File: src/rtl/aibcr3aux_osc_freq_mon.sv
// Divided AUX oscillator frequency monitor: counts synchronized rising edges over a
// programmable clkin window and range-checks the result. Option: AIBCR3AUX_FREQ_MON_STICKY_ERR_EN.
module aibcr3aux_osc_freq_mon #(
  parameter int WIN_W = 10,
  parameter int CNT_W = 8
) (
  input  logic             clkin,
  input  logic             irstb,
  input  logic             osc_div_in,
  input  logic             mon_en,
  input  logic [WIN_W-1:0] win_len,
  input  logic [CNT_W-1:0] cnt_lo,
  input  logic [CNT_W-1:0] cnt_hi,
  output logic [CNT_W-1:0] cnt_out,
  output logic             cnt_vld,
  output logic             freq_ok,
  output logic             freq_err,
  output logic             busy
);

  typedef enum logic [1:0] {
    ST_IDLE  = 2'd0,
    ST_FLUSH = 2'd1,
    ST_COUNT = 2'd2,
    ST_DONE  = 2'd3
  } state_t;

  localparam logic [CNT_W-1:0] CNT_MAX = {CNT_W{1'b1}};

  state_t           state_q, state_d;
  logic             s1_q, s2_q, s3_q;
  logic             flush_q, flush_d;
  logic [WIN_W-1:0] win_cnt_q, win_cnt_d;
  logic [WIN_W-1:0] win_len_q, win_len_d;
  logic [CNT_W-1:0] edge_cnt_q, edge_cnt_d;
  logic [CNT_W-1:0] cnt_out_q, cnt_out_d;
  logic             cnt_vld_q, cnt_vld_d;
  logic             freq_ok_q, freq_ok_d;
  logic             freq_err_q, freq_err_d;
  logic             busy_q, busy_d;
  logic             edge_s, last_s, in_range_s;

  assign edge_s     = s2_q & ~s3_q;
  // A captured length of 0 wraps to all-ones here, giving a 2^WIN_W cycle window
  assign last_s     = (win_cnt_q == (win_len_q - WIN_W'(1)));
  assign in_range_s = (cnt_lo <= cnt_hi) && (edge_cnt_q >= cnt_lo) && (edge_cnt_q <= cnt_hi);

  always_ff @(posedge clkin or negedge irstb) begin
    if (!irstb) begin
      s1_q       <= 1'b0;
      s2_q       <= 1'b0;
      s3_q       <= 1'b0;
      state_q    <= ST_IDLE;
      flush_q    <= 1'b0;
      win_cnt_q  <= '0;
      win_len_q  <= '0;
      edge_cnt_q <= '0;
      cnt_out_q  <= '0;
      cnt_vld_q  <= 1'b0;
      freq_ok_q  <= 1'b0;
      freq_err_q <= 1'b0;
      busy_q     <= 1'b0;
    end else begin
      s1_q       <= osc_div_in;
      s2_q       <= s1_q;
      s3_q       <= s2_q;
      state_q    <= state_d;
      flush_q    <= flush_d;
      win_cnt_q  <= win_cnt_d;
      win_len_q  <= win_len_d;
      edge_cnt_q <= edge_cnt_d;
      cnt_out_q  <= cnt_out_d;
      cnt_vld_q  <= cnt_vld_d;
      freq_ok_q  <= freq_ok_d;
      freq_err_q <= freq_err_d;
      busy_q     <= busy_d;
    end
  end

  always_comb begin
    state_d    = state_q;
    flush_d    = 1'b0;
    win_cnt_d  = win_cnt_q;
    win_len_d  = win_len_q;
    edge_cnt_d = edge_cnt_q;
    cnt_out_d  = cnt_out_q;
    cnt_vld_d  = 1'b0;
    freq_ok_d  = freq_ok_q;
    freq_err_d = freq_err_q;
    case (state_q)
      ST_IDLE: begin
        win_cnt_d  = '0;
        edge_cnt_d = '0;
`ifdef AIBCR3AUX_FREQ_MON_STICKY_ERR_EN
        freq_err_d = 1'b0;
`endif
        if (mon_en) state_d = ST_FLUSH;
        else        state_d = ST_IDLE;
      end
      ST_FLUSH: begin
        win_cnt_d  = '0;
        edge_cnt_d = '0;
        if (!mon_en) begin
          state_d = ST_IDLE;
        end else if (flush_q) begin
          state_d   = ST_COUNT;
          win_len_d = win_len;
        end else begin
          flush_d = 1'b1;
        end
      end
      ST_COUNT: begin
        if (!mon_en) begin
          state_d = ST_IDLE;
        end else begin
          win_cnt_d = win_cnt_q + WIN_W'(1);
          if (edge_s && (edge_cnt_q != CNT_MAX)) edge_cnt_d = edge_cnt_q + CNT_W'(1);
          else                                   edge_cnt_d = edge_cnt_q;
          if (last_s) state_d = ST_DONE;
          else        state_d = ST_COUNT;
        end
      end
      ST_DONE: begin
        cnt_out_d  = edge_cnt_q;
        cnt_vld_d  = 1'b1;
        freq_ok_d  = in_range_s;
`ifdef AIBCR3AUX_FREQ_MON_STICKY_ERR_EN
        freq_err_d = freq_err_q | ~in_range_s;
`else
        freq_err_d = ~in_range_s;
`endif
        win_cnt_d  = '0;
        edge_cnt_d = '0;
        if (mon_en) begin
          state_d   = ST_COUNT;
          win_len_d = win_len;
        end else begin
          state_d = ST_IDLE;
        end
      end
      default: begin
        state_d = ST_IDLE;
      end
    endcase
    busy_d = (state_d != ST_IDLE);
  end

  assign cnt_out  = cnt_out_q;
  assign cnt_vld  = cnt_vld_q;
  assign freq_ok  = freq_ok_q;
  assign freq_err = freq_err_q;
  assign busy     = busy_q;

endmodule

File: config.mk
export PLATFORM = sky130hd
export DESIGN_NAME = aibcr3aux_osc_freq_mon
export DESIGN_NICKNAME = d
export VERILOG_FILES = /design/src/rtl/aibcr3aux_osc_freq_mon.sv
export SDC_FILE = /design/constraint.sdc
export NUM_CORES = 1
export LEC_CHECK = 0
export BUFFER_PORTS_ARGS = -buffer_cell sky130_fd_sc_hd__buf_2
export CORE_ASPECT_RATIO = 0.5
export CORE_MARGIN = 2
export CORE_UTILIZATION = 40
export DETAILED_ROUTE_END_ITERATION = 6
export SETUP_SLACK_MARGIN = 0.02
export SYNTH_ARGS = -nofsm -noshare
export SYNTH_HDL_FRONTEND = slang
export SYNTH_SLANG_ARGS = --single-unit
File: constraint.sdc
create_clock -name clkin -period 3 [get_ports clkin]
set_clock_uncertainty 0.2 [all_clocks]
set_input_delay 0.45 -clock clkin [delete_from_list [all_inputs] [get_ports clkin]]
set_output_delay 0.45 -clock clkin [all_outputs]
set_load 0.03 [all_outputs]
### Word-level counts from Yosys, hierarchy flattened

Index checks and enable logic that the tools add are counted.

| word-level totals | value |
|---|---|
| output and inout port bits | 12 |
| bits in writable memories | 0 |
| logic and storage cells | 61 |
| flip-flop bits (word level) | 46 |
| bits in latches | 0 |
| memories | 0 |
| bits in read-only memories | 0 |

| cells by class | value |
|---|---|
| equal/unequal tests | 10 |
| multiplexer cells | 20 |
| multiply operators | 0 |
| div/mod/pow operators | 0 |
| add/subtract/negate cells | 3 |
| magnitude comparators | 3 |
| shift operators | 0 |
| reduce and logical (&&, ||, !) cells | 9 |
| bitwise gates (word level) | 3 |

Operator list:

| kind | number |
|---|---|
| two-way mux 10 bit | 4 |
| one-hot mux 10 bit (2 select lines) | 2 |
| <= comparator 8 bit | 2 |
| two-way mux 8 bit | 2 |
| one-hot mux 8 bit (2 select lines) | 1 |
| adder 10 x 1 -> 10 bit (second input constant) | 1 |
| equality test 10 bit | 1 |
| != test 2 bit (second input constant) | 5 |
| subtractor 10 x 1 -> 10 bit (second input constant) | 1 |
| adder 8 x 1 -> 8 bit (second input constant) | 1 |
| greater-or-equal comparator 8 bit | 1 |
| two-way mux 2 bit | 4 |
| != test 8 bit (second input constant) | 1 |
| one-hot mux 2 bit (4 select lines) | 1 |
| two-way mux 1 bit | 6 |
| equality test 2 bit (second input constant) | 2 |
| AND reduction 4 bit | 1 |
| nonzero test 2 bit | 2 |
| logical AND 1 bit | 3 |
| OR reduction 3 bit | 1 |
| equality test 2 x 1 -> 1 bit (second input constant) | 1 |
| zero test 2 bit | 1 |
| NOT 1 bit | 2 |
| AND reduction 2 bit | 1 |
| bitwise AND 1 bit | 1 |

### Logic depth before layout (Yosys ltp)

| depth | value |
|---|---|
| depth in word-level cells | 6 |
| gate-level depth with buffers | 8 |
| gate-level depth less buffers | 7 |

### Worst setup path after synthesis

Ideal clock, no wire load.

| path | value |
|---|---|
| path kind | reg-to-reg |
| start point | reg win_len_q[0] |
| end point | reg state_q[0] |
| library setup time | 0.067 ns |
| clock period less this slack | 2.125 ns |
| buffers on the path | 1 |
| required time | 2.733 ns |
| data arrival time | 1.858 ns |
| setup slack | 0.875 ns |
| stages on the path, launching flop included | 9 |
| cells stage by stage | dfrtp_1 inv_1 ha_1 clkbuf_1 or4_1 mux2i_1 o211ai_1 a32oi_1 a32o_1 |

| on the way | value |
|---|---|
| longest elaborated chain between the ends | 5 |

RTL lines:

| item | RTL line | source |
|---|---|---|
| start: declaration | 34 | `logic [WIN_W-1:0] win_len_q, win_len_d;` |
| start signal: assignment | 70 | `win_len_q <= win_len_d;` |
| subtractor 10 x 1 -> 10 bit | 45 | `assign last_s = (win_cnt_q == (win_len_q - WIN_W'(1)));` |
| equality test 10 bit | 45 |  |
| two-way mux 1 bit | 119 | `if (last_s) state_d = ST_DONE;` |
| two-way mux 2 bit | 113 | `if (!mon_en) begin` |
| one-hot mux 2 bit (4 select lines) | 90 | `case (state_q)` |
| via state_d[0] | 30 | `state_t state_q, state_d;` |
| end signal: assignment | 67 | `state_q <= state_d;` |
| end: declaration | 30 |  |

The timed path passes the listed nets, and every way through them passes these cells.
A chain may end at the register's enable or synchronous reset.

### Final worst setup path

Same ends and word-level chain as after synthesis.

==> results.json <==
{
  "status": "complete, no violations",
  "worstPathArrival_ps": 2360,
  "synth_edf_count": 0,
  "grt-ovfl-total": 0,
  "cts_setup_buffers": 0,
  "rows": 21,
  "layout_common_cells": "dfrtp_1, buf_2, ha_1",
  "cts_tree": "yes",
  "finalWirelength_um": 5440,
  "syn_nets": 320,
  "start_util_pct": 41.1,
  "grt_usage_pct": 15.4,
  "dieArea_um2": 7510,
  "slew-limit-headroom_pct": 33.5,
  "clk_pin_slew_ps": 60,
  "synth_top_area_share_pct": 42.3,
  "drc": 0,
  "setup_slack_ps": 657,
  "clockBufferDepth": 2,
  "ios": 42,
  "via_per_inst": 5.20,
  "rsz0062_at_grt": "no",
  "ys_seq_area_share_pct": 42.3,
  "finalNonFillerCells": 398,
  "hold_buffers": 0,
  "place_inst": 391,
  "finalCriticalPeriod_ps": 2340,
  "vias": 2068,
  "avgRoutedWirePerCell_um": 13.7,
  "fp.dieW_um": 121,
  "cts.htree.levels": 2,
  "synth_warnings": 0,
  "ff2ff_setup_slack_ps": 660,
  "antennaDiodeCount": 0,
  "ys_async_sr_fraction_pct": 100,
  "drive_gt1_share_pct": 23.2,
  "pre_cts_ws_ps": 700,
  "antenna_found_initial": 0,
  "nets": 363,
  "netlist_area_um2": 2720,
  "io_buffers": 41,
  "p_leak_nw": 1.59,
  "drv_cap": 0,
  "cts_root_buffer": "clkbuf_16",
  "n_fill_cell": 638,
  "finalSetupViolCount": 0,
  "worstSetupPathType": "reg2reg",
  "hold_viol": 0,
  "core_area_um2": 6620,
  "hp-class": "in2reg",
  "grt_pass1_wl_um": 9360,
  "required_ps": 3020,
  "ys_dominant_reg_cell": "dfrtp_1",
  "fin_crit_sh_pct": 78.1,
  "layout_commonest_cell": "dfrtp_1",
  "critPathMaxFanout": 10,
  "cts_buffers": 5,
  "grt_max_degree": 47,
  "cts_num_sinks": 46,
  "yosys.cell_types.count": 43,
  "fmax_ghz": 0.427,
  "ant_nets": 0,
  "powerDensity_nw_per_um2": 510,
  "synth.largest_area_cell": "dfrtp_1",
  "area.growth.synth_to_final_pct": 16.3,
  "setup_tns_ps": 0,
  "grt_pass1_vias": 1992,
  "hpwl_um": 4130,
  "worst_setup_path_start_kind": "flop",
  "syn_avg_cell_area_um2": 10.3,
  "first_pass_iters": 4,
  "ys_seq_elements": 46,
  "worstSkewPairLatency_ps": 280,
  "die_h_um": 62.3,
  "irDropWorstVdd_uv": 267,
  "syn_inst": 263,
  "yosys-top-cells-area": "dfrtp_1, ha_1, mux2_2",
  "post_cts_resized": 0,
  "drv_slew": 0,
  "place_congestion": 0.921,
  "drt_iter0_drc": 69,
  "worst_pin_slew_ps": 998,
  "hold_slack_ps": 73.6,
  "endpoint_kind": "flop"
}
power by group:
group | internal, W | total, W | leakage [nW] | switching [W]
registers | 0.000680 | 0.000759 | 0.606 | 0.0000795
logic | 0.000166 | 0.000334 | 0.911 | 0.000168
clock network | 0.000301 | 0.000520 | 0.0694 | 0.000220
kinds of logic (layout without fill, tap and decap cells):
kind of cell / Yosys count / count (layout) / synth area share (%)
simple gates: 69 / 69 / 13.2
xor+xnor: 26 / 26 / 8.38
buf+inv: 31 / 74 / 4.33
compound gates: 44 / 44 / 11.2
mux: 20 / 20 / 8.15
fa+ha+maj: 27 / 27 / 12.4
flops: 46 / 46 / 42.3
registers in the layout (all words and copies together), names as in the netlist:
register,cells
s3_q,1
freq_ok,1
s2_q,1
win_len_q,10
win_cnt_q,10
edge_cnt_q,8
busy,1
cnt_vld,1
flush_q,1
state_q,2
cnt_out,8
s1_q,1
freq_err,1
critical path, cell delays in order (launching register included):
cell	delay, ps
dfrtp_1	450
inv_1	90
ha_1	330
nand2_1	90
or4_1	420
a2111oi_1	520
a32o_1	190
through the flow:
stage / instance area [um2] / total power, W / utilization (%)
3_5_place_dp: 3030 / 0.00110 / 45.7
4_1_cts: 3160 / 0.00163 / 47.8
3_3_place_gp: 3030 / 0.00109 / 45.7
5_1_grt: 3160 / 0.00171 / 47.8
2_1_floorplan: 2720 / 0.000996 / -
6_report: 3160 / 0.00161 / 47.8
worst paths after layout:
kind,endpoint,cells past startpoint,startpoint
min in group asynchronous,win_cnt_q[4]$_DFFE_PN0P_,1,irstb
worst max-delay path,state_q[0]$_DFF_PN0_,6,win_len_q[0]$_DFFE_PN0P_
worst min register to register,s2_q$_DFF_PN0_,0,s1_q$_DFF_PN0_
max in group asynchronous,win_len_q[7]$_DFFE_PN0P_,1,irstb
worst max register to register,state_q[0]$_DFF_PN0_,6,win_len_q[0]$_DFFE_PN0P_
worst min-delay path,s1_q$_DFF_PN0_,1,osc_div_in
layer usage:
metal  wire [um]  global-route usage, %  part of all wire, %  vias up
met4          95                   5.96                  1.7        0
li1            -                      -                    -     1020
met1        2610                   20.4                   48     1003
met2        2550                   25.0                   47       35
met3         186                   2.76                  3.4       10
met5           0                      0                    0        -
Yosys cell counts (all sizes together) (3+ instances only):
library cell  instances
a21o                  5
a21oi                12
and3                  6
clkbuf                5
dfrtp                46
ha                   27
inv                  24
mux2                 17
mux2i                 3
nand2                13
nand4                11
nor2                 21
nor4                  3
o211ai                6
o21ai                 8
xnor2                11
xor2                 15
layout make-up:
cell class | count | area [um2] | share of cell area, %
clock inverter | 2 | 10.0 | 0.317
tap | 92 | 115 | 3.64
sequential | 46 | 1150 | 36.4
inverter | 24 | 90.1 | 2.85
multi-input combinational | 186 | 1450 | 45.9
clock buffer | 5 | 125 | 3.96
timing repair buffer | 43 | 220 | 6.96
Power figures use the tool's default switching activity.
